<file path="config.mk">
export PLATFORM = sky130hd
export DESIGN_NAME = therm_step_driver
export DESIGN_NICKNAME = d
export VERILOG_FILES = /design/src/rtl/therm_step_driver.sv
export SDC_FILE = /design/constraint.sdc
export NUM_CORES = 1
export LEC_CHECK = 0
export ABC_AREA = 0
export ABC_CLOCK_PERIOD_IN_PS = 2800
export BUFFER_PORTS_ARGS = -buffer_cell sky130_fd_sc_hd__buf_2
export CAP_MARGIN = 20
export CORE_ASPECT_RATIO = 1.25
export CORE_MARGIN = 4
export CORE_UTILIZATION = 40
export CTS_BUF_LIST = sky130_fd_sc_hd__clkbuf_16
export DETAILED_ROUTE_END_ITERATION = 10
export PLACE_DENSITY = 0.64
export SETUP_SLACK_MARGIN = 0.2
export SYNTH_ARGS = -nofsm -noshare
export SYNTH_HDL_FRONTEND = slang
export SYNTH_SLANG_ARGS = --single-unit
</file>
<file path="constraint.sdc">
create_clock -name clk -period 2.8 [get_ports clk]
set_input_delay 0.42 -clock clk [delete_from_list [all_inputs] [get_ports clk]]
set_output_delay 0.42 -clock clk [all_outputs]
set_load 0.005 [all_outputs]
</file>
<file path="src/rtl/therm_step_driver.sv">
// Binary-to-thermometer driver that walks therm_out one level per clock toward the
// requested code, then holds for a settle window before accepting the next code.
module therm_step_driver #(
    parameter int SETTLE_CYCLES = 4,
    parameter int CNT_W         = 4
) (
    input  logic       clk,
    input  logic       rst,
    input  logic [2:0] code_in,
    input  logic       code_valid,
    output logic       code_ready,
    output logic [7:0] therm_out,
    output logic [2:0] level,
    output logic       settled,
    output logic       busy
);

    typedef enum logic [1:0] {
        IDLE,
        STEP,
        SETTLE
    } state_t;

    state_t           state;
    logic [2:0]       target;
    logic [CNT_W-1:0] cnt;
    logic [2:0]       step_level;

    function automatic logic [7:0] therm_of(input logic [2:0] lvl);
        logic [7:0] t;
        for (int i = 0; i < 8; i++) begin
            t[i] = (3'(i) <= lvl);
        end
        return t;
    endfunction

    // One level toward target; STEP is only entered with target != level, so no wrap.
    assign step_level = (target > level) ? level + 3'd1 : level - 3'd1;

    // NOTE: every register here uses <= so all state updates see the pre-edge values.
    always_ff @(posedge clk or posedge rst) begin
        if (rst) begin
            state      <= IDLE;
            target     <= '0;
            cnt        <= '0;
            level      <= '0;
            therm_out  <= 8'h01;
            code_ready <= 1'b1;
            settled    <= 1'b1;
            busy       <= 1'b0;
        end else begin
            case (state)
                IDLE: begin
                    if (code_valid && code_ready && (code_in != level)) begin
                        target     <= code_in;
                        settled    <= 1'b0;
                        code_ready <= 1'b0;
                        busy       <= 1'b1;
                        state      <= STEP;
                    end
                end
                STEP: begin
                    level     <= step_level;
                    therm_out <= therm_of(step_level);
                    if (step_level == target) begin
                        cnt   <= CNT_W'(SETTLE_CYCLES - 1);
                        state <= SETTLE;
                    end
                end
                SETTLE: begin
                    if (cnt == '0) begin
                        settled    <= 1'b1;
                        code_ready <= 1'b1;
                        busy       <= 1'b0;
                        state      <= IDLE;
                    end else begin
                        cnt <= cnt - 1'b1;
                    end
                end
                default: state <= IDLE;
            endcase
        end
    end

endmodule

</file>
# After elaboration in Yosys (flattened, before gate mapping)
# Cells that the tools add are included.
# word_totals
regBits,22
in_bits,6
out_inout_bits,14
wordCells,51
# op_classes
n_addsub,3
magnitude_cmp,9
eq_ne,8
muxes,14
reduce_logical,10
# op_table
operator,count
"less-or-equal comparator 3 bit, first input constant",4
AND reduction 3 bit,3
two-way mux 4 bit,2
"!= test 2 bit, second input constant",4
one-hot mux 4 bit (2 select lines),1
"less-or-equal comparator 1 x 3 -> 1 bit, first input constant",2
"less-or-equal comparator 2 x 3 -> 1 bit, first input constant",2
two-way mux 2 bit,3
one-hot mux 2 bit (3 select lines),1
logical NOT 4 bit,1
two-way mux 1 bit,4
one-hot mux 1 bit (2 select lines),2
nonzero test 2 bit,2
"subtractor 4 x 1 -> 4 bit, second input constant",1
"adder 3 x 1 -> 3 bit, second input constant",1
equality test 3 bit,1
> comparator 3 bit,1
two-way mux 3 bit,1
!= test 3 bit,1
"subtractor 3 x 1 -> 3 bit, second input constant",1
"equality test 2 x 1 -> 1 bit, second input constant",1
"equality test 2 bit, second input constant",1
logical AND 1 bit,2
logical NOT 2 bit,1
AND reduction 2 bit,1

# Longest topological paths before layout
# Gate-level depths: netlist of the first run.
# logic_depth
word_depth,5
ltp_mapped,11
mapped_depth_nobuf,11

# Least setup slack after synthesis of the first run
# Ideal clock, no wire load.
# synth_path
kind,register to register
startpoint,register level[2]
endpoint,register cnt[0]
setup_ns,0.124
t_arrival_ns,2.515
t_required_ns,2.676
setup_slack_ns,0.161
stages_incl_launch_ff,11
n_path_buf,0
period_less_slack_ns,2.639
cell_sequence,dfrtp_1 > inv_1 > ha_1 > a31oi_1 > nand2_1 > fa_1 > xnor2_2 > xnor2_2 > a21oi_1 > nor4_4 > o31a_1
# synth_via
elab_chain_cells,5
word_cells_on_any_way,7
classes_between,add/sub (2); order compare (1); eq/ne (2); mux (1); reduce/logical (1)
# synth_rtl
item,line,text
start: declaration,13,"output logic [2:0] level,"
start signal: assignment,63,level <= step_level;
"subtractor 3 x 1 -> 3 bit, or another cell as far along",38,assign step_level = (target > level) ? level + 3'd1 : level - 3'd1;
two-way mux 3 bit *,38,
equality test 3 bit *,65,if (step_level == target) begin
!= test 2 bit (no source line) *,-,
AND reduction 3 bit (no source line) *,-,
end signal: assignment,66,cnt <= CNT_W'(SETTLE_CYCLES - 1);
end signal: assignment,77,cnt <= cnt - 1'b1;
end: declaration,26,logic [CNT_W-1:0] cnt;
# Every way passes the cells marked *; elsewhere a longest branch is shown, timed or not.
# A chain may end at the register's enable or synchronous reset.

# Worst setup path after layout of the first run
# layout_path
startpoint,register target[2]
endpoint,register cnt[0]
# layout_via
elab_chain_cells,5
# layout_rtl
item,line,text
start: declaration,25,logic [2:0] target;
start signal: assignment,55,target <= code_in;
> comparator 3 bit,38,
two-way mux 3 bit,38,
equality test 3 bit *,65,
!= test 2 bit (no source line) *,-,
AND reduction 3 bit (no source line) *,-,
# Marks and branches as above.

==> results of run 1 <==
-- cell type report --
type	count	area (um2)	area share, %
Multi-Input combinational cell	85	662	43.0
Inverter	10	37.5	2.44
Clock inverter	1	3.75	0.244
Tap cell	34	42.5	2.76
Timing Repair Buffer	28	163	10.6
Sequential cell	22	556	36.1
Clock buffer	3	75.1	4.88
-- cells in the mapped netlist --
master / n
xnor2_2: 2
or2b_2: 1
o21a_1: 1
nor4_4: 1
o21ai_0: 4
nand4_1: 1
and4_1: 1
fa_1: 1
o31a_1: 2
or2_1: 1
xnor2_1: 5
nor3_1: 3
nor2_1: 9
nand2_1: 20
dfrtp_1: 20
xor2_1: 3
nand3_1: 3
clkbuf_1: 2
a31oi_1: 5
and3_4: 1
nor3b_1: 1
inv_1: 10
buf_4: 1
nand2b_1: 1
nor2b_1: 3
a21oi_1: 2
o31ai_1: 4
dfstp_2: 2
a211o_1: 1
ha_1: 9
-- state kept, by name (all words and copies together) (netlist names) --
| register | cells |
|---|---|
| cnt | 4 |
| settled | 1 |
| level | 3 |
| state | 2 |
| busy | 1 |
| target | 3 |
| therm_out | 8 |
-- worst max-delay path: cells and delay by family, from the launching register on --
| family | cells | cell delay [ps] |
|---|---|---|
| simple gates | 4 | 700 |
| fa+ha+maj | 2 | 710 |
| xor+xnor | 2 | 340 |
| compound gates | 2 | 350 |
| flops | 1 | 450 |
-- timing repair --
action | 4_1_cts | 5_1_grt
pin swaps | 2 | 15
gates resized for setup | 3 | 6
setup endpoints to repair | 6 | 6
setup buffers | 3 | 3
-- per-layer routing --
| metal | up-vias | part of all wire [%] | routed length [um] |
|---|---|---|---|
| li1 | 461 | - | - |
| met1 | 435 | 44 | 1110 |
| met2 | 20 | 50 | 1280 |
| met3 | 4 | 4.5 | 114 |
| met4 | 0 | 1.6 | 40 |
| met5 | - | 0 | 0 |
-- final timing paths --
check	end	cells after the start	slack [ps]	startpoint
min reg2reg	therm_out[5]	2	470	therm_out[5]
max reg2reg	cnt[0]	10	180	target[2]
min	cnt[2]	2	330	rst
max in group asynchronous	target[2]	2	1910	rst
max	cnt[0]	10	180	target[2]
min in group clk	target[2]	3	390	code_in[2]
-- logic make-up after synthesis --
group / after synthesis / share of synthesized area [%]
compound gates: 19 / 10.4
xor+xnor: 10 / 8.55
fa+ha+maj: 10 / 11.1
buf+inv: 13 / 4.38
flops: 22 / 46.1
simple gates: 46 / 19.5
-- per-stage QoR --
stage | util, % | instances
final | 55.3 | 183
after global routing | 55.3 | 183
after CTS | 52.9 | 180
after detailed placement | 48.7 | 173
after global placement | 48.7 | 173
after floorplan | - | 120
==> flow_summary.toml, run 1 <==
[setup_path]
worstPathRequired_ps = 2990
setup.worst_path.class = "reg -> reg"
critical_path.max_stage_delay_ps = 450
crit_chain = "ha_4 > nor2_4 > a31oi_4 > nand2_2 > fa_2 > xnor2_4 > xnor2_2 > and3_4 > nor4_4 > o31a_1"
worstPathMaxFanout = 5
cp.arrival_ps = 2810
crit_path_start_kind = "flop"
critPathSlowestCell = "dfrtp_2"
cp-end-kind = "flop"

[layout]
fin_nets = 166
drive_gt1_share_pct = 31.5
layout_common_cells = "nand2_1, buf_2, dfrtp_1"
design_area_um2 = 1540
num_antenna_cells = 0
areaGrowthSynthToFinish_pct = 28.3
fillers = 267

[grt]
grt_util_met3_pct = 2.42
grt_use_total_pct = 13.4
grt_pass1_wl_um = 4280
grt_max_degree = 23
use_met2_pct = 23.9
met1_usage_pct = 16.4
busiest_layer = "met2"
overflow = 0
first_global_vias = 942
antenna_found_initial = 0

[logic_synthesis]
yosysWarnings = 0
synth_largest_area_cell = "dfrtp_1"
synth.yosys.seq_area_share_pct = 46.1
synthCells = 120
syn_nets = 136
synth.cell_area_um2 = 1200
ys_seq_elements = 22
ys_types = 30
avgSynthCellArea_um2 = 10.0
yosysTopAreaCellShare_pct = 41.7
synth_area_leaders = "dfrtp_1, ha_1, nand2_1, dfstp_2, xnor2_1"

[job]
max_cap_viol_count = 0

[cts]
postCtsHoldBufs = 0
h-tree-depth = 1
cts-root-buf = "clkbuf_16"
clk_path_buf_depth = 2
cts_sinks = 22
cts_tree = "done"
clk_pin_slew_worst_paths_ps = 60
worstSkewPairLatency_ps = 250
numCtsBuffers = 3

[sta]
worst_slew_pin_slew_ps = 827
slew_viol_final = 0
fmax_mhz = 382
fin_tns_setup_ps = 0
whs_ps = 328
finalCriticalPeriod_ps = 2620
rsz0062_at_grt = "true"
slew-limit-headroom_pct = 44.8
clock-skew-final_ps = 2.82
setup_viol = 0
period_share_pct = 93.5
layout_setup_ws_ps = 182
hold_viol = 0

[place]
numPortBuffers = 19
pre_cts_ws_ps = 43.3
hpwl_um = 1780
gp_congestion = 0.764
post_dp_cell_area_um2 = 1360

[floorplanning]
rows = 21
die_h_um = 69.2
fp.coreArea_um2 = 2790
start_util_pct = 43.1
die_x_um = 57.0
ios = 20
fp.dieArea_um2 = 3950

[detailed_routing]
vias = 920
drc = 0
drt_iter0_drc = 11
first_pass_iters = 4
detail-route-antenna-nets = 0
vias_per_cell = 5.03
drt_wl_total_um = 2550
wl_per_cell_um = 13.9

[min_path]
hold_path.class = "in -> async"

[status]
status = "finished, final reports clean"
Power of run 1 is not shown: default switching activity piles up to over one toggle a cycle in this logic, so the estimate is an artifact.
==> inputs of run 2 (changes only) <==
--- a/config.mk
+++ b/config.mk
@@ -14,7 +14,7 @@
 export CORE_UTILIZATION = 40
 export CTS_BUF_LIST = sky130_fd_sc_hd__clkbuf_16
 export DETAILED_ROUTE_END_ITERATION = 10
-export PLACE_DENSITY = 0.64
+export PLACE_DENSITY = 0.67
 export SETUP_SLACK_MARGIN = 0.2
 export SYNTH_ARGS = -nofsm -noshare
 export SYNTH_HDL_FRONTEND = slang
==> run 2 against run 1 <==
Compared with the run above: die area did not move; core utilization down 0.40 points; first-iteration DRC count up 36%; via count up 0.54%; final area is 0.73% lower; sequential share of layout area increased by 0.18 points; register-to-register slack about the same; count of clock-buffer cells in the layout stayed put; critical path depth up 1; hold slack lost 5.5 ps; non-clock buffer count fell by 1.
==> flow_summary.toml, run 2 (same netlist as run 1, synthesis figures left out) <==
[layout]
areaGrowthSynthToFinish_pct = 27.3
layout_common_cells = "nand2_1, dfrtp_1, buf_2"
fin_nets = 165
largest_reg_flops = 8
num_antenna_cells = 0
top_register = "therm_out"
reg.largest.list = "therm_out (8), cnt (4)"
drive_gt1_share_pct = 31.8

[floorplanning]
rows = 21
die_h_um = 69.2
fp.coreArea_um2 = 2790
start_util_pct = 43.1
die_x_um = 57.0
fp.dieArea_um2 = 3950
ios = 20

[min_path]
hold_path.class = "in -> async"

[cts]
clk_path_buf_depth = 2
cts_sinks = 22
numCtsBuffers = 3
h-tree-depth = 1
clk_pin_slew_worst_paths_ps = 60
postCtsHoldBufs = 0
cts-root-buf = "clkbuf_16"
worstSkewPairLatency_ps = 250
cts_tree = "done"

[sta]
finalCriticalPeriod_ps = 2620
slew-limit-headroom_pct = 44.6
fmax_mhz = 382
period_share_pct = 93.4
setup_viol = 0
fin_tns_setup_ps = 0
clock-skew-final_ps = 2.11
slew_viol_final = 0
rsz0062_at_grt = "true"
hold_viol = 0
worst_slew_pin_slew_ps = 831

[place]
gp_congestion = 0.707
numPortBuffers = 19
hpwl_um = 1840

[grt]
antenna_found_initial = 0
grt_max_degree = 23
grt_use_total_pct = 13.3
overflow = 0
first_global_vias = 926
grt_pass1_wl_um = 4130

[setup_path]
cp.arrival_ps = 2810
crit_path_start_kind = "flop"
worstPathMaxFanout = 5
cp-end-kind = "flop"
r2r_start = "level[2]"
r2r_cells = 11
startpoint = "level[2]"
r2r_end = "cnt[1]"
worstPathRequired_ps = 2990
reg2reg_slack_ps = 180
setup.worst_path.class = "reg -> reg"
crit_end = "cnt[1]"

[detailed_routing]
wl_per_cell_um = 13.8
first_pass_iters = 3
drt_wl_total_um = 2510
detail-route-antenna-nets = 0
drc = 0
vias_per_cell = 5.08
drt_iter0_drc = 15
vias = 925

[job]
max_cap_viol_count = 0

[status]
status = "finished, final reports clean"
run 2: changes by cell type in the layout (fill, tap and decap cells not counted), sizes merged:
cell / change
buf: -1
run 2: per-stage QoR:
step	hold slack [ps]	setup slack (ps)	util, %	instances	instance area [um2]
floorplan	408	201	-	120	1210
CTS	361	204	52.5	180	1460
finish	323	184	54.9	182	1530
global route	397	78.7	54.9	182	1530
global placement	461	189	48.7	173	1360
detailed placement	469	93.1	48.7	173	1360
run 2: area by class of cell:
class,count,area (um2)
inverters,10,37.5
clock buffers,3,75.1
clock inverters,1,3.75
well taps,34,42.5
flip-flops and latches,22,554
multi-input cells,85,659
repair buffers,27,155
fillers,258,1260
run 2: metal layers:
| metal | GRT usage [%] | routed length, um |
|---|---|---|
| met3 | 2.23 | 121 |
| met2 | 23.0 | 1240 |
| met5 | 0 | 0 |
| met1 | 15.6 | 1100 |
| met4 | 6.19 | 43 |
run 2: worst max-delay path, cell delays in order, from the launching register on:
cell     delay (ps)
dfrtp_2         460
inv_2            70
ha_4            300
nor2_4           40
a31oi_4         150
nand2_2         100
fa_2            400
xnor2_4         160
xnor2_2         160
and3_4          190
nor4_4          340
o31a_1          180
run 2: what timing repair did:
| action | in CTS | in global routing |
|---|---|---|
| gates resized for setup | 2 | 8 |
| setup endpoints to repair | 6 | 14 |
| setup buffers | 3 | 2 |
| gates cloned | 0 | 0 |
| pin swaps | 3 | 11 |
run 2: how the worst min path moves through the flow:
| stage | to | slack, ps |
|---|---|---|
| floorplan | busy | 410 |
| global placement | therm_out[4] | 460 |
| detailed placement | therm_out[4] | 470 |
| CTS | therm_out[5] | 360 |
| global route | therm_out[5] | 400 |
| finish | therm_out[5] | 320 |
Power of run 2 is left out for the same reason.
==> inputs of run 3 (changes only) <==
--- a/config.mk
+++ b/config.mk
@@ -6,7 +6,7 @@
 export NUM_CORES = 1
 export LEC_CHECK = 0
 export ABC_AREA = 0
-export ABC_CLOCK_PERIOD_IN_PS = 2800
+export ABC_CLOCK_PERIOD_IN_PS = 2100
 export BUFFER_PORTS_ARGS = -buffer_cell sky130_fd_sc_hd__buf_2
 export CAP_MARGIN = 20
 export CORE_ASPECT_RATIO = 1.25
@@ -14,6 +14,7 @@
 export CORE_UTILIZATION = 40
 export CTS_BUF_LIST = sky130_fd_sc_hd__clkbuf_16
 export DETAILED_ROUTE_END_ITERATION = 10
+export GPL_TIMING_DRIVEN = 0
 export PLACE_DENSITY = 0.67
 export SETUP_SLACK_MARGIN = 0.2
 export SYNTH_ARGS = -nofsm -noshare
==> constraint.sdc (replaced) <==
create_clock -name clk -period 2.1 [get_ports clk]
set_input_delay 0.315 -clock clk [delete_from_list [all_inputs] [get_ports clk]]
set_output_delay 0.315 -clock clk [all_outputs]
set_load 0.005 [all_outputs]
==> run 3 against run 2 <==
Compared with the run above: the flow now finishes with violations (negative setup slack); count of clock-buffer cells in the layout unchanged; routed wire length up 6.4%; register-to-register slack worse by 560 ps; core utilization up 4.4 points; final cell count up 3.8%; fmax up 5.5%; sequential share of layout area down 2.5 points; non-clock buffer count up 6; via count up 5.3%; die area unchanged.
==> flow_summary.toml, run 3 (same netlist as run 1, synthesis figures left out) <==
[status]
status = "finished, violations left"
violations = "negative setup slack"

[grt]
grt_max_degree = 23
grt_pass1_wl_um = 4700
grt_use_total_pct = 15.0
antenna_found_initial = 0
first_global_vias = 1025
overflow = 0

[floorplanning]
fp.coreArea_um2 = 2790
die_x_um = 57.0
fp.dieArea_um2 = 3950
ios = 20
die_h_um = 69.2
rows = 21
start_util_pct = 43.1

[cts]
cts-root-buf = "clkbuf_16"
clk_path_buf_depth = 2
cts_tree = "done"
clk_pin_slew_worst_paths_ps = 60
cts_sinks = 22
worstSkewPairLatency_ps = 260
postCtsHoldBufs = 0
numCtsBuffers = 3
h-tree-depth = 1

[layout]
design_area_um2 = 1650
drive_gt1_share_pct = 39.4
largest_reg_flops = 8
layout_common_cells = "buf_2, nand2_1, dfrtp_1"
reg.largest.list = "therm_out (8), cnt (4)"
num_antenna_cells = 0
finish.utilization_pct = 59.3
layout_commonest_cell = "buf_2"
top_register = "therm_out"
areaGrowthSynthToFinish_pct = 37.6
fin_nets = 172

[sta]
fmax_mhz = 403
rsz0062_at_grt = "true"
clock-skew-final_ps = 4.55
finalCriticalPeriod_ps = 2480
worst_slew_pin_slew_ps = 832
slew_viol_final = 0
slew-limit-headroom_pct = 44.5
period_share_pct = 118
fin_tns_setup_ps = -3260
hold_viol = 0
setup_viol = 15
layout_setup_ws_ps = -380

[detailed_routing]
top_layer_used = "met4"
wl_met3_um = 115
vias_per_cell = 5.15
drt-met1-wl_um = 1150
first_pass_iters = 3
drc = 0
met2_length_um = 1350
detail-route-antenna-nets = 0
vias = 974
drt_wl_total_um = 2670
wl_per_cell_um = 14.1
drt_iter0_drc = 20

[place]
post_dp_cell_area_um2 = 1410
hpwl_um = 1780
numPortBuffers = 19
gp_congestion = 0.806

[job]
max_cap_viol_count = 0

[setup_path]
cp-end-kind = "flop"
crit_path_start_kind = "flop"
setup.worst_path.class = "reg -> reg"
worstPathRequired_ps = 2290
worstPathMaxFanout = 5
cp.arrival_ps = 2670

[min_path]
hold_path.class = "in -> async"
-- run 3: cell types whose count changed in the layout (fill, tap and decap cells not counted), sizes merged --
| cell | previous run | this run |
|---|---|---|
| xor2 | 3 | 4 |
| buf | 27 | 31 |
| clkbuf | 3 | 5 |
-- run 3: area by class of cell --
class | count | area [um2]
fillers | 252 | 1130
multi-input cells | 86 | 738
flip-flops and latches | 22 | 558
repair buffers | 30 | 181
clock buffers | 3 | 75.1
well taps | 34 | 42.5
inverters | 10 | 37.5
plain buffers | 3 | 15.0
clock inverters | 1 | 3.75
-- run 3: worst max-delay path, stage by stage (launching register included) --
cell     delay (ps)
dfrtp_2         420
ha_4            290
nor2_2           50
a31oi_4         190
nand2_4          70
fa_2            380
xnor2_4         160
xnor2_2         150
and3_4          170
nor4_4          360
o31a_1          180
-- run 3: layer usage --
metal,track usage (%),up-vias
li1,-,472
met1,19.2,475
met2,24.3,20
met3,3.72,7
met4,5.15,0
met5,0,-
-- run 3: what timing repair did --
action	in CTS	in global routing
setup endpoints to repair	16	16
pin swaps	12	6
gates cloned	1	0
gates resized for setup	9	3
buffers inserted	10	1
-- run 3: metrics by stage --
stage / setup WS (ps) / cells / hold slack (ps)
after CTS: -445 / 188 / 245
after detailed placement: -615 / 173 / 465
after global placement: -533 / 173 / 460
after global routing: -522 / 189 / 285
final: -380 / 189 / 217
after floorplan: -382 / 120 / 303
-- run 3: path summary, 6_finish.rpt --
path / from / endpoint / slack [ps] / depth (start not counted)
hold reg to reg: therm_out[5] / therm_out[5] / 480 / 2
hold / removal: rst / therm_out[2] / 220 / 2
setup reg to reg: target[2] / cnt[0] / -380 / 10
min in group clk: code_in[2] / target[2] / 280 / 3
max in group asynchronous: rst / level[1] / 1310 / 2
setup / recovery: target[2] / cnt[0] / -380 / 10
Power of run 3 is left out for the same reason.
